===== config.mk =====
export PLATFORM = sky130hd
export DESIGN_NAME = muldiv_issue
export DESIGN_NICKNAME = d
export VERILOG_FILES = /design/src/rtl/muldiv_issue.sv
export SDC_FILE = /design/constraint.sdc
export NUM_CORES = 1
export LEC_CHECK = 0
export ABC_AREA = 0
export ABC_CLOCK_PERIOD_IN_PS = 4850
export CAP_MARGIN = 40
export CORE_UTILIZATION = 25
export CTS_BUF_LIST = sky130_fd_sc_hd__clkbuf_4
export CTS_CLUSTER_SIZE = 40
export DETAILED_ROUTE_END_ITERATION = 8
export GPL_ROUTABILITY_DRIVEN = 0
export GPL_TIMING_DRIVEN = 0
export PLACE_DENSITY_LB_ADDON = 0.3
export SLEW_MARGIN = 10
export SYNTH_ARGS = -nofsm -noshare
export SYNTH_HDL_FRONTEND = slang
export SYNTH_SLANG_ARGS = --single-unit

===== constraint.sdc =====
create_clock -name CLK -period 4.85 [get_ports CLK]
set_input_delay 0.7275 -clock CLK [delete_from_list [all_inputs] [get_ports CLK]]
set_output_delay 0.7275 -clock CLK [all_outputs]
set_load 0.05 [all_outputs]

===== src/rtl/muldiv_issue.sv =====
// In-order issue buffer for the iterative mul/div unit: queues dispatched ops,
// waits for both sources to be written back and the unit to be idle, then issues.
module muldiv_issue #(
  parameter int DP    = 4,
  parameter int RNBIT = 6,
  parameter int DW    = 64
) (
  input  logic                       CLK,
  input  logic                       RSTn,
  input  logic                       flush,
  input  logic                       dispat_vaild,
  input  logic [12:0]                dispat_op,
  input  logic [RNBIT-1:0]           dispat_rd,
  input  logic [RNBIT-1:0]           dispat_rs1,
  input  logic [RNBIT-1:0]           dispat_rs2,
  output logic                       issue_ready,
  input  logic [2**RNBIT-1:0]        wbLog_qout,
  output logic [RNBIT-1:0]           rs1_idx,
  output logic [RNBIT-1:0]           rs2_idx,
  input  logic [DW-1:0]              rs1_data,
  input  logic [DW-1:0]              rs2_data,
  input  logic                       mulDiv_busy,
  output logic                       mulDiv_exeparam_vaild,
  output logic [13+RNBIT+2*DW-1:0]   mulDiv_exeparam
);

  localparam int AW = $clog2(DP);

  // Extra MSB on each pointer separates the full case from the empty case.
  logic [AW:0]       wptr;
  logic [AW:0]       rptr;
  logic [AW-1:0]     widx;
  logic [AW-1:0]     ridx;

  logic [12:0]       op_mem  [DP];
  logic [RNBIT-1:0]  rd_mem  [DP];
  logic [RNBIT-1:0]  rs1_mem [DP];
  logic [RNBIT-1:0]  rs2_mem [DP];

  logic empty;
  logic full;
  logic enq;
  logic fire;

  assign widx  = wptr[AW-1:0];
  assign ridx  = rptr[AW-1:0];
  assign empty = (wptr == rptr);
  assign full  = (widx == ridx) && (wptr[AW] != rptr[AW]);

  assign issue_ready = ~full;
  assign rs1_idx     = rs1_mem[ridx];
  assign rs2_idx     = rs2_mem[ridx];

  assign enq  = dispat_vaild & ~full & ~flush;
  // The registered valid blocks a second issue before the unit can raise busy.
  assign fire = ~empty & wbLog_qout[rs1_idx] & wbLog_qout[rs2_idx]
              & ~mulDiv_busy & ~mulDiv_exeparam_vaild & ~flush;

  always_ff @(posedge CLK or negedge RSTn) begin
    if (!RSTn) begin
      wptr                  <= '0;
      rptr                  <= '0;
      mulDiv_exeparam_vaild <= 1'b0;
      mulDiv_exeparam       <= '0;
    end else if (flush) begin
      wptr                  <= '0;
      rptr                  <= '0;
      mulDiv_exeparam_vaild <= 1'b0;
    end else begin
      if (enq) begin
        wptr <= wptr + (AW+1)'(1);
      end
      if (fire) begin
        rptr            <= rptr + (AW+1)'(1);
        mulDiv_exeparam <= {op_mem[ridx], rd_mem[ridx], rs1_data, rs2_data};
      end
      mulDiv_exeparam_vaild <= fire;
    end
  end

  // NOTE: entry storage has no reset; the pointers alone define which slots hold
  // live data, so resetting the array would only add reset fan-out.
  always_ff @(posedge CLK) begin
    if (enq) begin
      op_mem[widx]  <= dispat_op;
      rd_mem[widx]  <= dispat_rd;
      rs1_mem[widx] <= dispat_rs1;
      rs2_mem[widx] <= dispat_rs2;
    end
  end

endmodule


==> impl_metrics.ini, run 1 <==
[status]
status = complete, no violations

[power_and_ir_drop]
p_leak_nw = 7.188
peakVddDrop_v = 0.0003286
power_density_nw_per_um2 = 562.1

[synthesis]
ys_warn_count = 0
synthDistinctLibCells = 50
synth_top_area_share_pct = 31.21
postSynthCellCount = 675
yosysSeqAreaShare_pct = 61.36
async_flop_share_pct = 55.40
synthesis.nets = 908
yosys.area.top_type = dfrtp_1
synth_ff_type = dfrtp_1
synth-seq-cells = 278
synth.cell_area_um2 = 12350
avgSynthCellArea_um2 = 18.29
synth_edf_count = 124
synthTopCellsByArea = dfrtp_1 31%, edfxtp_1 30%, mux2_4 14%

[routing]
routed_wl_um = 34930
antenna_left = 0
post-route-drc-count = 0
vias_per_cell = 4.212
drtIter0Drc = 251
first_pass_iters = 4
wire_per_inst_um = 18.64
vias = 7893

[layout]
drive_gt1_share_pct = 30.13
num-fill-cells = 4796
final_common_cell = clkdlybuf4s50_1
area_growth_pct = 47.67
finalNetCount = 1382
final_util_pct = 37.33
mostFrequentLayoutCells = 386 x clkdlybuf4s50_1, 154 x dfrtp_1, 124 x edfxtp_1, 119 x mux2_4, 114 x clkbuf_4
stdcell_count = 1874

[job]
max_cap_violations = 0

[worst_setup_path]
worst-endpoint-required_ns = 4.12
crit_end = rs2_idx[2]
cp_top_family = buffers and inverters
r2r-end = mulDiv_exeparam[72]
cp_common_cell = buf_2
path_class = reg2out
critPathSlowestCell = clkdlybuf4s50_1
critPathBufInv = 4
worstSetupStartpoint = rptr[1]
regToRegStartpoint = rptr[1]
worstPathArrival_ns = 3.42
endpoint_kind = output port
r2r_cells = 12
crit_chain = buf_2, buf_2, mux4_2, buf_1, clkdlybuf4s50_1
start_kind = flip-flop
path_max_fanout = 10
path_depth = 5
critical-path-max-stage-delay_ns = 0.91
r2r_setup_slack_ns = 0.74

[global_routing]
grt_pass1_wl_um = 52170
antenna_found_initial = 2
grt_pass1_vias = 8585
grt.busiest_layer = met2
grt_usage_pct = 13.89
gr-usage-met2_pct = 22.84
grt_overflow = 0
met1_usage_pct = 17.08
grt_max_degree = 80
use_met3_pct = 3.671

[floorplan]
coreArea_um2 = 48850
start_util_pct = 25.28
dieArea_um2 = 50290
rows = 81
dieHeight_um = 224.2
ios = 389
dieWidth_um = 224.2

[sta]
tightest_slew_ns = 0.8757
fmax_ghz = 0.2410
fin_hold_ws_ns = 0.4149
fin_crit_sh_pct = 85.55
worst_slack_ns = 0.7007
grt_setup_unrepaired = no
setup_viol = 0
relSlewSlack_pct = 40.85
hold_viol_final = 0
clock_skew_ns = 0.04573
period_needed_ns = 4.149
maxSlewViolCount = 0
setup_tns_ns = 0

[clock_tree]
cts_resized = 0
cts.reportedPaths.clkPinSlew_ns = 0.06
clk_path_buf_depth = 3
clk-insertion-delay-late_ns = 0.78
cts-root-buf = clkbuf_4
cts_made_buffers = 78
cts_max_level = 3
cts_tree = yes
cts_num_sinks = 278

[worst_hold_path]
holdCritPathClass = in2reg
hp-start = flush

[placement]
portBuffers = 387
place_ws_ns = 0.6241
hpwlAfterDp_um = 25380
placedCellCount = 1732
where the power goes:
group / internal, mW / switching, mW / leakage, nW / total [mW]
sequential: 3.06 / 0.323 / 3.07 / 3.38
clock: 1.19 / 1.02 / 0.601 / 2.21
combinational: 1.89 / 2.77 / 3.52 / 4.66
how the worst min path moves through the flow:
| stage | end | slack [ns] | depth (start not counted) |
|---|---|---|---|
| global route | wptr[0] | 0.38 | 2 |
| CTS | wptr[2] | 0.28 | 2 |
| floorplan | mulDiv_exeparam[0] | 0.43 | 0 |
| global placement | mulDiv_exeparam[118] | 0.49 | 1 |
| detailed placement | mulDiv_exeparam[14] | 0.49 | 1 |
| finish | wptr[2] | 0.41 | 2 |
state kept, by name, indices dropped and copies added (netlist names):
| register | flops |
|---|---|
| mulDiv_exeparam | 147 |
| op_mem | 52 |
| rd_mem | 24 |
| rs1_mem | 24 |
| rs2_mem | 24 |
| rptr | 3 |
| wptr | 3 |
| mulDiv_exeparam_vaild | 1 |
cell usage after synthesis, types with 8 or more instances:
library cell / number
nor2b_1: 8
mux2i_1: 59
nor2_1: 16
mux2_2: 36
edfxtp_1: 124
mux2_4: 119
dfrtp_1: 154
buf_2: 9
nand2_1: 17
buf_12: 12
mux4_2: 33
timing repair:
| item | in CTS | in global routing |
|---|---|---|
| setup buffers | 0 | 0 |
| hold endpoints to repair | 78 | 0 |
| hold buffers | 1 | 0 |
stage by stage:
stage | cell area (um^2) | power [mW]
4_1_cts | 18230 | 10.42
2_1_floorplan | 12350 | 6.407
6_report | 18240 | 10.25
5_1_grt | 18240 | 10.73
3_5_place_dp | 17200 | 8.112
3_3_place_gp | 17050 | 8.080
worst reg2reg max path, delay by kind of cell (launching register included):
| family | cells | cell delay [ns] |
|---|---|---|
| AND/OR/NAND/NOR | 1 | 0.61 |
| multiplexers | 4 | 1.14 |
| AO/OA/AOI/OAI | 2 | 0.62 |
| flip-flops | 1 | 0.34 |
| buffers and inverters | 5 | 1.26 |
area by class of cell:
cell class	count	area [um^2]	share of cell area, %
Sequential cell	278	7577	41.55
Multi-Input combinational cell	355	4322	23.70
Timing Repair Buffer	394	4023	22.06
Clock buffer	114	855.8	4.693
Tap cell	664	830.8	4.556
Buffer	37	435.4	2.388
Clock inverter	25	167.7	0.9194
Inverter	5	18.77	0.1029
Antenna cell	2	5.005	0.02745
logic make-up (layout without fill, tap and decap cells):
logic type | Yosys count | in the layout | synth area share, %
AOI/OAI and AO/OA | 34 | 34 | 2.412
xor gates and xnor gates | 5 | 5 | 0.3546
adders and majority gates | 5 | 5 | 0.5066
buffers and inverters | 42 | 575 | 3.678
DFF | 278 | 278 | 61.36
muxes | 250 | 250 | 29.07
other | 0 | 2 | 0
and+or+nand+nor | 61 | 61 | 2.614
layer usage:
metal / part of all wire [%] / vias up
met4: 2.4 / 0
met5: 0 / -
met2: 50 / 250
li1: - / 3588
met1: 42 / 3995
met3: 5.8 / 60
Power figures use the tool's default switching activity.
==> run 2: changes to the inputs <==
Settings changed: CORE_MARGIN set to 2.
==> run 2 against run 1 <==
  * Utilization is essentially flat
  * Worst hold slack lost 0.032 ns
  * Critical endpoint unchanged
  * Global-route usage is 0.19 points higher
  * Register-to-register slack gained 0.03 ns
  * First-iteration DRC count is 18% higher
  * Total power up 0.43%
  * Fmax is 0.59% lower
  * Critical path depth is the same
  * Clock power about the same
  * Setup slack got worse by 0.025 ns
  * Die area increased by 1.8%
==> impl_metrics.ini, run 2 (synthesis results as in run 1) <==
[worst_setup_path]
worstPathArrival_ns = 3.45
endpoint_kind = output port
start_kind = flip-flop
path_class = reg2out
crit_chain = buf_2, buf_2, mux4_2, buf_1, clkdlybuf4s50_1
worst-endpoint-required_ns = 4.12
cp_top_family = buffers and inverters
cp_common_cell = buf_2
path_max_fanout = 10
critPathBufInv = 4
critical-path-max-stage-delay_ns = 0.91
critPathSlowestCell = clkdlybuf4s50_1
r2r_cells = 12
path_depth = 5

[clock_tree]
cts_max_level = 3
cts_tree = yes
cts_resized = 0
post_cts_buffers = 0
clk_path_buf_depth = 3
cts-root-buf = clkbuf_4
cts_num_sinks = 278
ctsHoldBuffers = 1
cts.reportedPaths.clkPinSlew_ns = 0.07
clk-insertion-delay-late_ns = 0.84
cts_made_buffers = 83

[placement]
portBuffers = 387
dpl-instance-area_um2 = 17180
hpwlAfterDp_um = 25930

[power_and_ir_drop]
pwr-share-comb_pct = 45.4
internal_power_mw = 6.075
p_clk_share_pct = 21.7
swShare_pct = 40.98
p_leak_nw = 7.206
switching_power_mw = 4.219
seqPwrFrac_pct = 32.9
peakVddDrop_v = 0.0003282
power_density_nw_per_um2 = 563.8

[sta]
clock_skew_ns = 0.08985
hold_viol_final = 0
setup_viol = 0
tightest_slew_ns = 0.8506
maxSlewViolCount = 0
period_needed_ns = 4.174
fmax_ghz = 0.2396
grt_setup_unrepaired = no
fin_crit_sh_pct = 86.06
relSlewSlack_pct = 42.69

[layout]
drive_gt1_share_pct = 30.35
largest_reg_flops = 147
regMostFlops = mulDiv_exeparam
finalNetCount = 1387
mostFrequentLayoutCells = 386 x clkdlybuf4s50_1, 154 x dfrtp_1, 124 x edfxtp_1, 119 x mux2_4, 109 x clkbuf_4
final_common_cell = clkdlybuf4s50_1
area_growth_pct = 47.87
top_regs = mulDiv_exeparam: 147 flops, op_mem: 52 flops
stdcell_area_um2 = 18260
final_util_pct = 37.38

[routing]
vias = 7971
routed_wl_um = 36370
post-route-drc-count = 0
antenna_left = 0
drtIter0Drc = 295
wire_per_inst_um = 19.26
first_pass_iters = 4
vias_per_cell = 4.220

[global_routing]
grt_pass1_vias = 8622
antenna_found_initial = 2
grt_pass1_wl_um = 53220
grt_overflow = 0
grt_usage_pct = 14.09
grt_max_degree = 83

[floorplan]
dieWidth_um = 226.2
coreArea_um2 = 48850
dieArea_um2 = 51190
ios = 389
dieHeight_um = 226.2
start_util_pct = 25.28
rows = 81

[job]
max_cap_violations = 0

[worst_hold_path]
holdCritPathClass = in2reg
whs_path_depth = 2

[status]
status = complete, no violations
-- run 2: cell types whose count changed in the layout (fill, tap and decap cells not counted), sizes merged --
cell and delta:
bufinv -1, clkbuf -5, clkinv +19, clkinvlp -1, diode +4, inv -1
-- run 2: power by group through the flow --
stage               sequential, mW  clock, mW  combinational [mW]
floorplan                     5.36          0                1.05
global placement              3.41          0                4.69
detailed placement            3.42          0                4.71
CTS                           3.39       2.36                4.73
global route                  3.47       2.49                4.84
finish                        3.39       2.24                4.67
-- run 2: stage by stage --
| step | TNS, ns | setup WS, ns | hold WS, ns | std cells | power [mW] |
|---|---|---|---|---|---|
| final | 0 | 0.6760 | 0.3826 | 1889 | 10.29 |
| after global routing | 0 | 0.4712 | 0.3387 | 1888 | 10.80 |
| after CTS | 0 | 0.5506 | 0.2910 | 1883 | 10.47 |
| after detailed placement | 0 | 0.6668 | 0.4909 | 1732 | 8.128 |
| after global placement | -628.17 | -4.103 | 0.4895 | 1726 | 8.102 |
| after floorplan | 0 | 1.424 | 0.4319 | 675 | 6.407 |
-- run 2: cell type report --
| type | count | area (um^2) |
|---|---|---|
| Antenna cell | 6 | 15.01 |
| Buffer | 37 | 435.4 |
| Clock buffer | 109 | 818.3 |
| Clock inverter | 41 | 234.0 |
| Fill cell | 4745 | 30590 |
| Inverter | 5 | 18.77 |
| Multi-Input combinational cell | 355 | 4322 |
| Sequential cell | 278 | 7577 |
| Tap cell | 664 | 830.8 |
| Timing Repair Buffer | 394 | 4008 |
-- run 2: metal layers --
metal  vias up  share of wire (%)  global-route usage [%]
met2       238                 49                   22.60
met4         0                2.7                   5.369
met1      4061                 42                   17.49
li1       3600                  -                       -
met3        72                6.1                   4.775
met5         -                  0                       0
-- run 2: final timing paths --
kind | slack [ns] | end | from
hold / removal | 0.38 | wptr[0] | flush
setup reg to reg | 0.77 | mulDiv_exeparam[22] | rptr[1]
min in group asynchronous | 0.47 | mulDiv_exeparam[83] | RSTn
setup / recovery | 0.68 | rs2_idx[2] | rptr[1]
max in group asynchronous | 3.46 | mulDiv_exeparam[38] | RSTn
hold reg to reg | 0.50 | mulDiv_exeparam[119] | mulDiv_exeparam[119]
-- run 2: worst reg2reg max path, cell delays in order (launching register included) --
cell	delay [ns]
dfrtp_1	0.35
buf_2	0.20
buf_2	0.34
mux4_2	0.49
inv_2	0.25
mux2i_1	0.24
mux2i_1	0.10
a22oi_1	0.22
a41oi_1	0.40
nor4_4	0.57
buf_12	0.29
buf_12	0.19
mux2_4	0.31
==> run 3: changes to the inputs <==
Settings changed: ABC_CLOCK_PERIOD_IN_PS 4850 to 4750, TNS_END_PERCENT set to 5.
Clock period 4.85 ns to 4.75 ns, I/O delays scaled along.
==> results of run 3 <==
The final DEF is identical to that of run 2. Status: complete, no violations.
Among the figures that moved: setup slack after placement 0.6668 ns -> 0.5668 ns; setup slack after layout 0.6760 ns -> 0.5910 ns; hold slack 0.3826 ns -> 0.3676 ns; register-to-register setup slack 0.77 ns -> 0.67 ns; total power 10.29 mW -> 10.51 mW; worst IR drop on VDD 0.0003282 V -> 0.0003352 V
